### src/rtl/panel_input_hub.sv
// Front-panel input hub: debounced active-low keys, quadrature encoder counters, sticky irq.
// Define PANEL_ENC_ERR_EN to build the sticky illegal-transition flags on enc_err.
module panel_input_hub #(
   parameter int NUM_KEYS  = 13,
   parameter int NUM_ENC   = 2,
   parameter int CNT_W     = 8,
   parameter int TICK_DIV  = 128,
   parameter int DEB_TICKS = 16
) (
   input  logic                     clk,
   input  logic                     reset,
   input  logic [NUM_KEYS-1:0]      key_n,
   input  logic [NUM_ENC-1:0]       enc_a,
   input  logic [NUM_ENC-1:0]       enc_b,
   input  logic                     irq_clr,
   output logic [NUM_KEYS-1:0]      key_state,
   output logic                     key_any,
   output logic [NUM_ENC*CNT_W-1:0] enc_count,
   output logic                     irq,
   output logic [NUM_ENC-1:0]       enc_err
);

   localparam int PW = $clog2(TICK_DIV);
   localparam int DW = $clog2(DEB_TICKS + 1);
   localparam logic [PW-1:0] TICK_LAST = PW'(TICK_DIV - 1);
   localparam logic [DW-1:0] DEB_DONE  = DW'(DEB_TICKS);

   // Position of an {A,B} sample on the 00->01->11->10 ring.
   function automatic logic [1:0] phase_idx(input logic a, input logic b);
      return {a, a ^ b};
   endfunction

   // Ring distance 1 is a forward step, 3 a reverse step; 0 and 2 leave the count alone.
   function automatic logic [CNT_W-1:0] wrap_step(input logic [CNT_W-1:0] v, input logic [1:0] d);
      case (d)
         2'd1:    return v + CNT_W'(1);
         2'd3:    return v - CNT_W'(1);
         default: return v;
      endcase
   endfunction

   logic [NUM_KEYS-1:0] key_p0, key_p1;
   logic [NUM_ENC-1:0]  a_p0, a_p1, b_p0, b_p1;

   // Stage p0/p1: two-flop synchronizers, released state is key up and A/B low
   always_ff @(posedge clk or posedge reset) begin
      if (reset) begin
         key_p0 <= '1;
         key_p1 <= '1;
         a_p0   <= '0;
         a_p1   <= '0;
         b_p0   <= '0;
         b_p1   <= '0;
      end else begin
         key_p0 <= key_n;
         key_p1 <= key_p0;
         a_p0   <= enc_a;
         a_p1   <= a_p0;
         b_p0   <= enc_b;
         b_p1   <= b_p0;
      end
   end

   logic [PW-1:0] presc;
   logic          tick;

   assign tick = (presc == TICK_LAST);

   always_ff @(posedge clk or posedge reset) begin
      if (reset)     presc <= '0;
      else if (tick) presc <= '0;
      else           presc <= presc + PW'(1);
   end

   logic [DW-1:0] deb_cnt [NUM_KEYS];

   // State flips the cycle after the count reaches DEB_DONE, so it never collides with a tick.
   always_ff @(posedge clk or posedge reset) begin
      if (reset) begin
         key_state <= '0;
         for (int i = 0; i < NUM_KEYS; i++) deb_cnt[i] <= '0;
      end else begin
         for (int i = 0; i < NUM_KEYS; i++) begin
            if (deb_cnt[i] == DEB_DONE) begin
               key_state[i] <= ~key_state[i];
               deb_cnt[i]   <= '0;
            end else if (tick) begin
               if (key_p1[i] == key_state[i]) deb_cnt[i] <= deb_cnt[i] + DW'(1);
               else                           deb_cnt[i] <= '0;
            end
         end
      end
   end

   assign key_any = |key_state;

   logic [NUM_ENC-1:0] prev_a, prev_b;
   logic               prev_vld;
   logic [CNT_W-1:0]   cnt [NUM_ENC];
   logic [1:0]         dir [NUM_ENC];

   always_comb begin
      for (int i = 0; i < NUM_ENC; i++)
         dir[i] = phase_idx(a_p1[i], b_p1[i]) - phase_idx(prev_a[i], prev_b[i]);
   end

   // The first tick after reset only captures the reference sample.
   always_ff @(posedge clk or posedge reset) begin
      if (reset) begin
         prev_a   <= '0;
         prev_b   <= '0;
         prev_vld <= 1'b0;
         for (int i = 0; i < NUM_ENC; i++) cnt[i] <= '0;
      end else if (tick) begin
         prev_a   <= a_p1;
         prev_b   <= b_p1;
         prev_vld <= 1'b1;
         if (prev_vld) begin
            for (int i = 0; i < NUM_ENC; i++) cnt[i] <= wrap_step(cnt[i], dir[i]);
         end
      end
   end

   for (genvar gi = 0; gi < NUM_ENC; gi++) begin : g_cnt_out
      assign enc_count[gi*CNT_W +: CNT_W] = cnt[gi];
   end

   logic [NUM_KEYS-1:0]      key_state_d;
   logic [NUM_ENC*CNT_W-1:0] enc_count_d;
   logic                     chg;

   assign chg = (key_state != key_state_d) || (enc_count != enc_count_d);

   // Any output change raises irq one cycle later and beats a coincident clear.
   always_ff @(posedge clk or posedge reset) begin
      if (reset) begin
         key_state_d <= '0;
         enc_count_d <= '0;
         irq         <= 1'b0;
      end else begin
         key_state_d <= key_state;
         enc_count_d <= enc_count;
         if (chg)          irq <= 1'b1;
         else if (irq_clr) irq <= 1'b0;
      end
   end

`ifdef PANEL_ENC_ERR_EN
   logic [NUM_ENC-1:0] err_hit;

   always_comb begin
      for (int i = 0; i < NUM_ENC; i++)
         err_hit[i] = tick && prev_vld && (dir[i] == 2'd2);
   end

   always_ff @(posedge clk or posedge reset) begin
      if (reset) enc_err <= '0;
      else       enc_err <= err_hit | (enc_err & ~{NUM_ENC{irq_clr}});
   end
`else
   assign enc_err = '0;
`endif

endmodule

### config.mk
export PLATFORM = sky130hd
export DESIGN_NAME = panel_input_hub
export DESIGN_NICKNAME = d
export VERILOG_FILES = /design/src/rtl/panel_input_hub.sv
export SDC_FILE = /design/constraint.sdc
export NUM_CORES = 1
export LEC_CHECK = 0
export CAP_MARGIN = 10
export CORE_ASPECT_RATIO = 0.6
export CORE_UTILIZATION = 25
export DETAILED_ROUTE_END_ITERATION = 8
export PLACE_DENSITY = 0.48
export SYNTH_ARGS = -nofsm -noshare
export SYNTH_HDL_FRONTEND = slang
export SYNTH_SLANG_ARGS = --single-unit
### constraint.sdc
create_clock -name clk -period 16.45 [get_ports clk]
set_input_delay 3.29 -clock clk [delete_from_list [all_inputs] [get_ports clk]]
set_output_delay 3.29 -clock clk [all_outputs]
set_load 0.005 [all_outputs]
Word level (Yosys, flattened, before mapping)
Cells that the tools add are included.

Multiplexer cells: 44. Div/mod/pow operators: 0. Shift operators: 0. Order comparisons: 0. Reduce and logical (&&, ||, !) cells: 20. Bitwise gates (word level): 17. Multiply operators: 0. Add/sub/neg operators: 20. Equality and inequality tests: 33.

Operators by type and width (number): 5-bit two-way mux (39); 5-bit by 1-bit adder with 5-bit output (second input constant) (13); 5-bit == test (second input constant) (13); 8-bit one-hot mux with 2 select lines (2); 2-bit nonzero test (16); 8-bit by 1-bit adder with 8-bit output (second input constant) (2); 16-bit inequality test (1); 8-bit by 1-bit subtractor with 8-bit output (second input constant) (2); 1-bit == test (13); 13-bit inequality test (1); 1-bit inverter (13); 13-bit OR reduction (1); 7-bit by 1-bit adder with 7-bit output (second input constant) (1); 7-bit == test (second input constant) (1); 7-bit two-way mux (1); 3-bit AND reduction (2); 2-bit by 1-bit == test with 1-bit output (second input constant) (2); 2-bit == test (second input constant) (2); 2-bit subtractor (2); 1-bit XOR (4); 1-bit two-way mux (2); 1-bit logical OR (1).

Output and inout port bits: 33. Logic and storage cells: 175. Input port bits: 20. Memories kept: 0. Bits in read-only memories: 0. Bits in registers: 170. Bits in writable memories: 0. Bits in latches: 0.

Logic depth before layout (Yosys ltp)
Word-level depth: 5. Gate-level depth with buffers: 11. Depth with buffers taken out: 10.

Least setup slack after synthesis
OpenSTA, ideal clock, no wires.

Path kind: register to output. From: reg key_state[6]. To: out key_any. Buffers on the path: 0. Cell stages (with the launch flop): 3. Required time: 13160 ps. Slack: 12319 ps. Data arrival time: 841 ps. Path through: dfrtp_1 -> nor4_1 -> nand4_1.

Cells in the longest elaborated chain, start to end: 1.

RTL lines: start: declaration (RTL line 16) `output logic [NUM_KEYS-1:0] key_state,`; start signal: indexed assignment (RTL line 85) `key_state[i] <= ~key_state[i];`; 13-bit OR reduction (RTL line 95) `assign key_any = |key_state;`; end: declaration (RTL line 17) `output logic key_any,`.

Every way passes these cells.

Worst setup path after layout
From: reg key_state[2]. To: out key_any.

The elaborated chain is that of the path after synthesis.

==> impl_metrics.env <==
export IMPL_async_flop_share_pct=100
export IMPL_grt_busiest_layer="met1"
export IMPL_timing_reg2reg_setup_slack_ns=13.68
export IMPL_ys_seq_area_share_pct=54.9
export IMPL_synth_common_cells="dfrtp_1 (144), nand2_1 (71), xnor2_1 (56), nand3_1 (54), o21ai_0 (47)"
export IMPL_drive_gt1_share_pct=8.98
export IMPL_comb_power_share_pct=2.9
export IMPL_worstSetupEndpointType="primary output"
export IMPL_drc=0
export IMPL_status="complete, no violations"
export IMPL_grt_setup_unrepaired="false"
export IMPL_clockBufferDepth=2
export IMPL_post_cts_setup_buffer_count=0
export IMPL_grt_max_degree=62
export IMPL_seqCellArea_um2=4290
export IMPL_hpwl_um=11600
export IMPL_hold_buffers=0
export IMPL_area_growth_syn_to_layout_pct=19.4
export IMPL_dr_total_vias=5290
export IMPL_avgViaCountPerCell=4.41
export IMPL_cp_required_ns=13.16
export IMPL_h_tree_depth=4
export IMPL_rr_endpoint="enc_count[12]$_DFFE_PP0P_"
export IMPL_power_uw=849
export IMPL_yosysTopAreaCell="dfrtp_1"
export IMPL_io_pins=53
export IMPL_rr_worst_depth=10
export IMPL_synthesis_area_um2=7810
export IMPL_synth_seq_cells=170
export IMPL_avgSynthCellArea_um2=10.7
export IMPL_io_buffers=50
export IMPL_drv_cap=0
export IMPL_rows=49
export IMPL_gp_congestion=0.753
export IMPL_setup_tns_ns=0
export IMPL_yosysWarnings=0
export IMPL_power_density_nw_per_um2=91.0
export IMPL_worstHoldEndpoint="a_p1[0]$_DFF_PP0_"
export IMPL_n_fill_cell=3103
export IMPL_slew_viol_final=0
export IMPL_synth_edf_count=0
export IMPL_min_path_type="flip-flop to flip-flop"
export IMPL_r2r_start="b_p1[1]$_DFF_PP0_"
export IMPL_hold_viol=0
export IMPL_dr_pass1_iters=4
export IMPL_die_h_um=139
export IMPL_finClkSkew_ns=0.0139
export IMPL_cp_cell_sequence="nor4_1 > nand4_1 > clkdlybuf4s50_1"
export IMPL_start_util_pct=25.8
export IMPL_yosys_top_cells_area="dfrtp_1 (46%), dfstp_2 (8.7%), xnor2_1 (6.3%), ha_1 (5.0%), nand3_1 (3.5%)"
export IMPL_multiInputGateArea_um2=3290
export IMPL_internal_power_uw=648
export IMPL_power_switching_uw=201
export IMPL_worstPathArrival_ns=2.10
export IMPL_cpMaxStageDelayCell="clkdlybuf4s50_1"
export IMPL_ir_worst_vdd_mv=0.0790
export IMPL_cts_root_buf="clkbuf_16"
export IMPL_numClockSinks=170
export IMPL_startpoint_type="flip-flop"
export IMPL_clkPwrFrac_pct=46.8
export IMPL_ant_nets=0
export IMPL_wl_per_cell_um=14.1
export IMPL_crit_type="flip-flop to primary output"
export IMPL_cts_resized=0
export IMPL_ys_flop_type="dfrtp_1"
export IMPL_fin_crit_ns=5.39
export IMPL_final_util_pct=30.7
export IMPL_synth_most_common_cell="dfrtp_1"
export IMPL_clk_pin_slew_worst_paths_ns=0.06
export IMPL_hp_start="a_p0[0]$_DFF_PP0_"
export IMPL_use_met2_pct=13.5
export IMPL_antenna_found_initial=0
export IMPL_max_stage_delay_ns=0.53
export IMPL_gr_usage_all_layers_pct=11.5
export IMPL_core_um2=30300
export IMPL_dr_first_iter_drc_count=381
export IMPL_use_met3_pct=3.72
export IMPL_use_met1_pct=18.6
export IMPL_die_area_um2=32000
export IMPL_fmax_ghz=0.186
export IMPL_setup_viol=0
export IMPL_wl_um=16900
export IMPL_diodes=0
export IMPL_syn_instance_count=728
export IMPL_fin_nets=829
export IMPL_swShare_pct=23.7
export IMPL_power_frac_seq_pct=50.2
export IMPL_hold_depth=0
export IMPL_max_slew_margin_pct=48.9
export IMPL_die_w_um=230
export IMPL_worstPathMaxFanout=6
export IMPL_clk_latency_ns=0.44
export IMPL_tightestPinTransition_ns=0.766
export IMPL_tritoncts="done"
export IMPL_yosys_cell_types_count=47
export IMPL_cts_buffers=17
export IMPL_grt_pass1_vias=5126
export IMPL_overflow=0
export IMPL_synth_top_area_share_pct=46.1
export IMPL_grt_pass1_wl_um=28500
export IMPL_p_leak_uw=0.00401
export IMPL_timing_final_crit_share_pct=32.8
[per-layer routing]
metal / vias to the layer above / wire [µm]
met5: - / 0
met4: 0 / 104
met3: 7 / 760
met2: 84 / 6390
met1: 2539 / 9610
li1: 2660 / -
[how the worst max path moves through the flow]
| stage | start | end | depth (start not counted) | slack, ns |
|---|---|---|---|---|
| after detailed placement | reset | deb_cnt[2]$_DFFE_PP0P_ | 3 | 11.44 |
| after global routing | key_state[2]$_DFFE_PP0N_ | key_any | 3 | 10.96 |
| final | key_state[2]$_DFFE_PP0N_ | key_any | 3 | 11.06 |
| after CTS | key_state[2]$_DFFE_PP0N_ | key_any | 3 | 11.06 |
| after global placement | reset | deb_cnt[2]$_DFFE_PP0P_ | 3 | 11.45 |
| after floorplan | reset | a_p0[0]$_DFF_PP0_ | 1 | 8.60 |
[metrics by stage]
stage / std cells / worst slack (ns) / cell area [µm²] / hold WS [ns]
3_5_place_dp: 1167 / 11.44 / 8750 / 0.336
4_1_cts: 1199 / 11.06 / 9330 / 0.352
3_3_place_gp: 1167 / 11.45 / 8750 / 0.335
6_report: 1199 / 11.06 / 9330 / 0.349
5_1_grt: 1199 / 10.96 / 9330 / 0.354
2_1_floorplan: 729 / 8.60 / 7820 / 0.331
[power groups by stage]
stage / logic [µW] / clock network, µW / registers (µW)
finish: 25.0 / 398 / 427
global route: 28.9 / 432 / 427
CTS: 25.9 / 415 / 427
detailed placement: 25.8 / 0 / 435
global placement: 26.1 / 0 / 435
floorplan: 15.5 / 0 / 434
[layout make-up]
cell class              instances  area share (%)
inverters                      32            1.34
repair buffers                 55            5.77
multi-input cells             502            35.2
clock inverters                15            1.72
well taps                     408            5.47
clock buffers                  17            4.56
flip-flops and latches        170            45.9
[sequential cells by signal, summed over array words and instances (netlist names), 7 cells and up]
register and cells:
key_p1 13, enc_count 16, key_state_d 13, key_p0 13, key_state 13, presc 7
deb_cnt 65, enc_count_d 16
[layout by cell type, fill, tap and decap left out, drive strengths merged, types with 2 or more instances in the layout]
cell             n
dfrtp          144
nand2           71
xnor2           56
nand3           55
o21ai           53
clkdlybuf4s50   50
inv             39
a21oi           37
ha              31
dfstp           26
nor2            24
xor2            23
clkbuf          17
o31ai           15
nor3            15
nor4            14
nand4           14
and2            14
nand3b          12
and3            11
nor2b            8
nand2b           8
nand4bb          6
o32ai            6
buf              5
clkinv           5
o41ai            4
a41o             3
a31oi            3
and4             2
mux2             2
xnor3            2
o2111ai          2
conb             2
clkinvlp         2
nand4b           2
or3              2
[kinds of logic (layout without fill, tap and decap cells)]
logic type | after synthesis | in the layout | synth area share [%]
AOI/OAI and AO/OA | 126 | 126 | 9.46
xor gates and xnor gates | 81 | 81 | 9.43
adders and majority gates | 31 | 31 | 4.96
buffers and inverters | 57 | 119 | 3.25
DFF | 170 | 170 | 54.9
muxes | 2 | 2 | 0.288
other | 1 | 2 | 0.0480
and+or+nand+nor | 260 | 260 | 17.7
[critical path, delay by kind of cell (launching register included)]
kind                   cells  cell delay (ns)
AND/OR/NAND/NOR            2             0.64
buffers and inverters      1             0.53
flip-flops                 1             0.49
(Power assumes the default switching activity.)
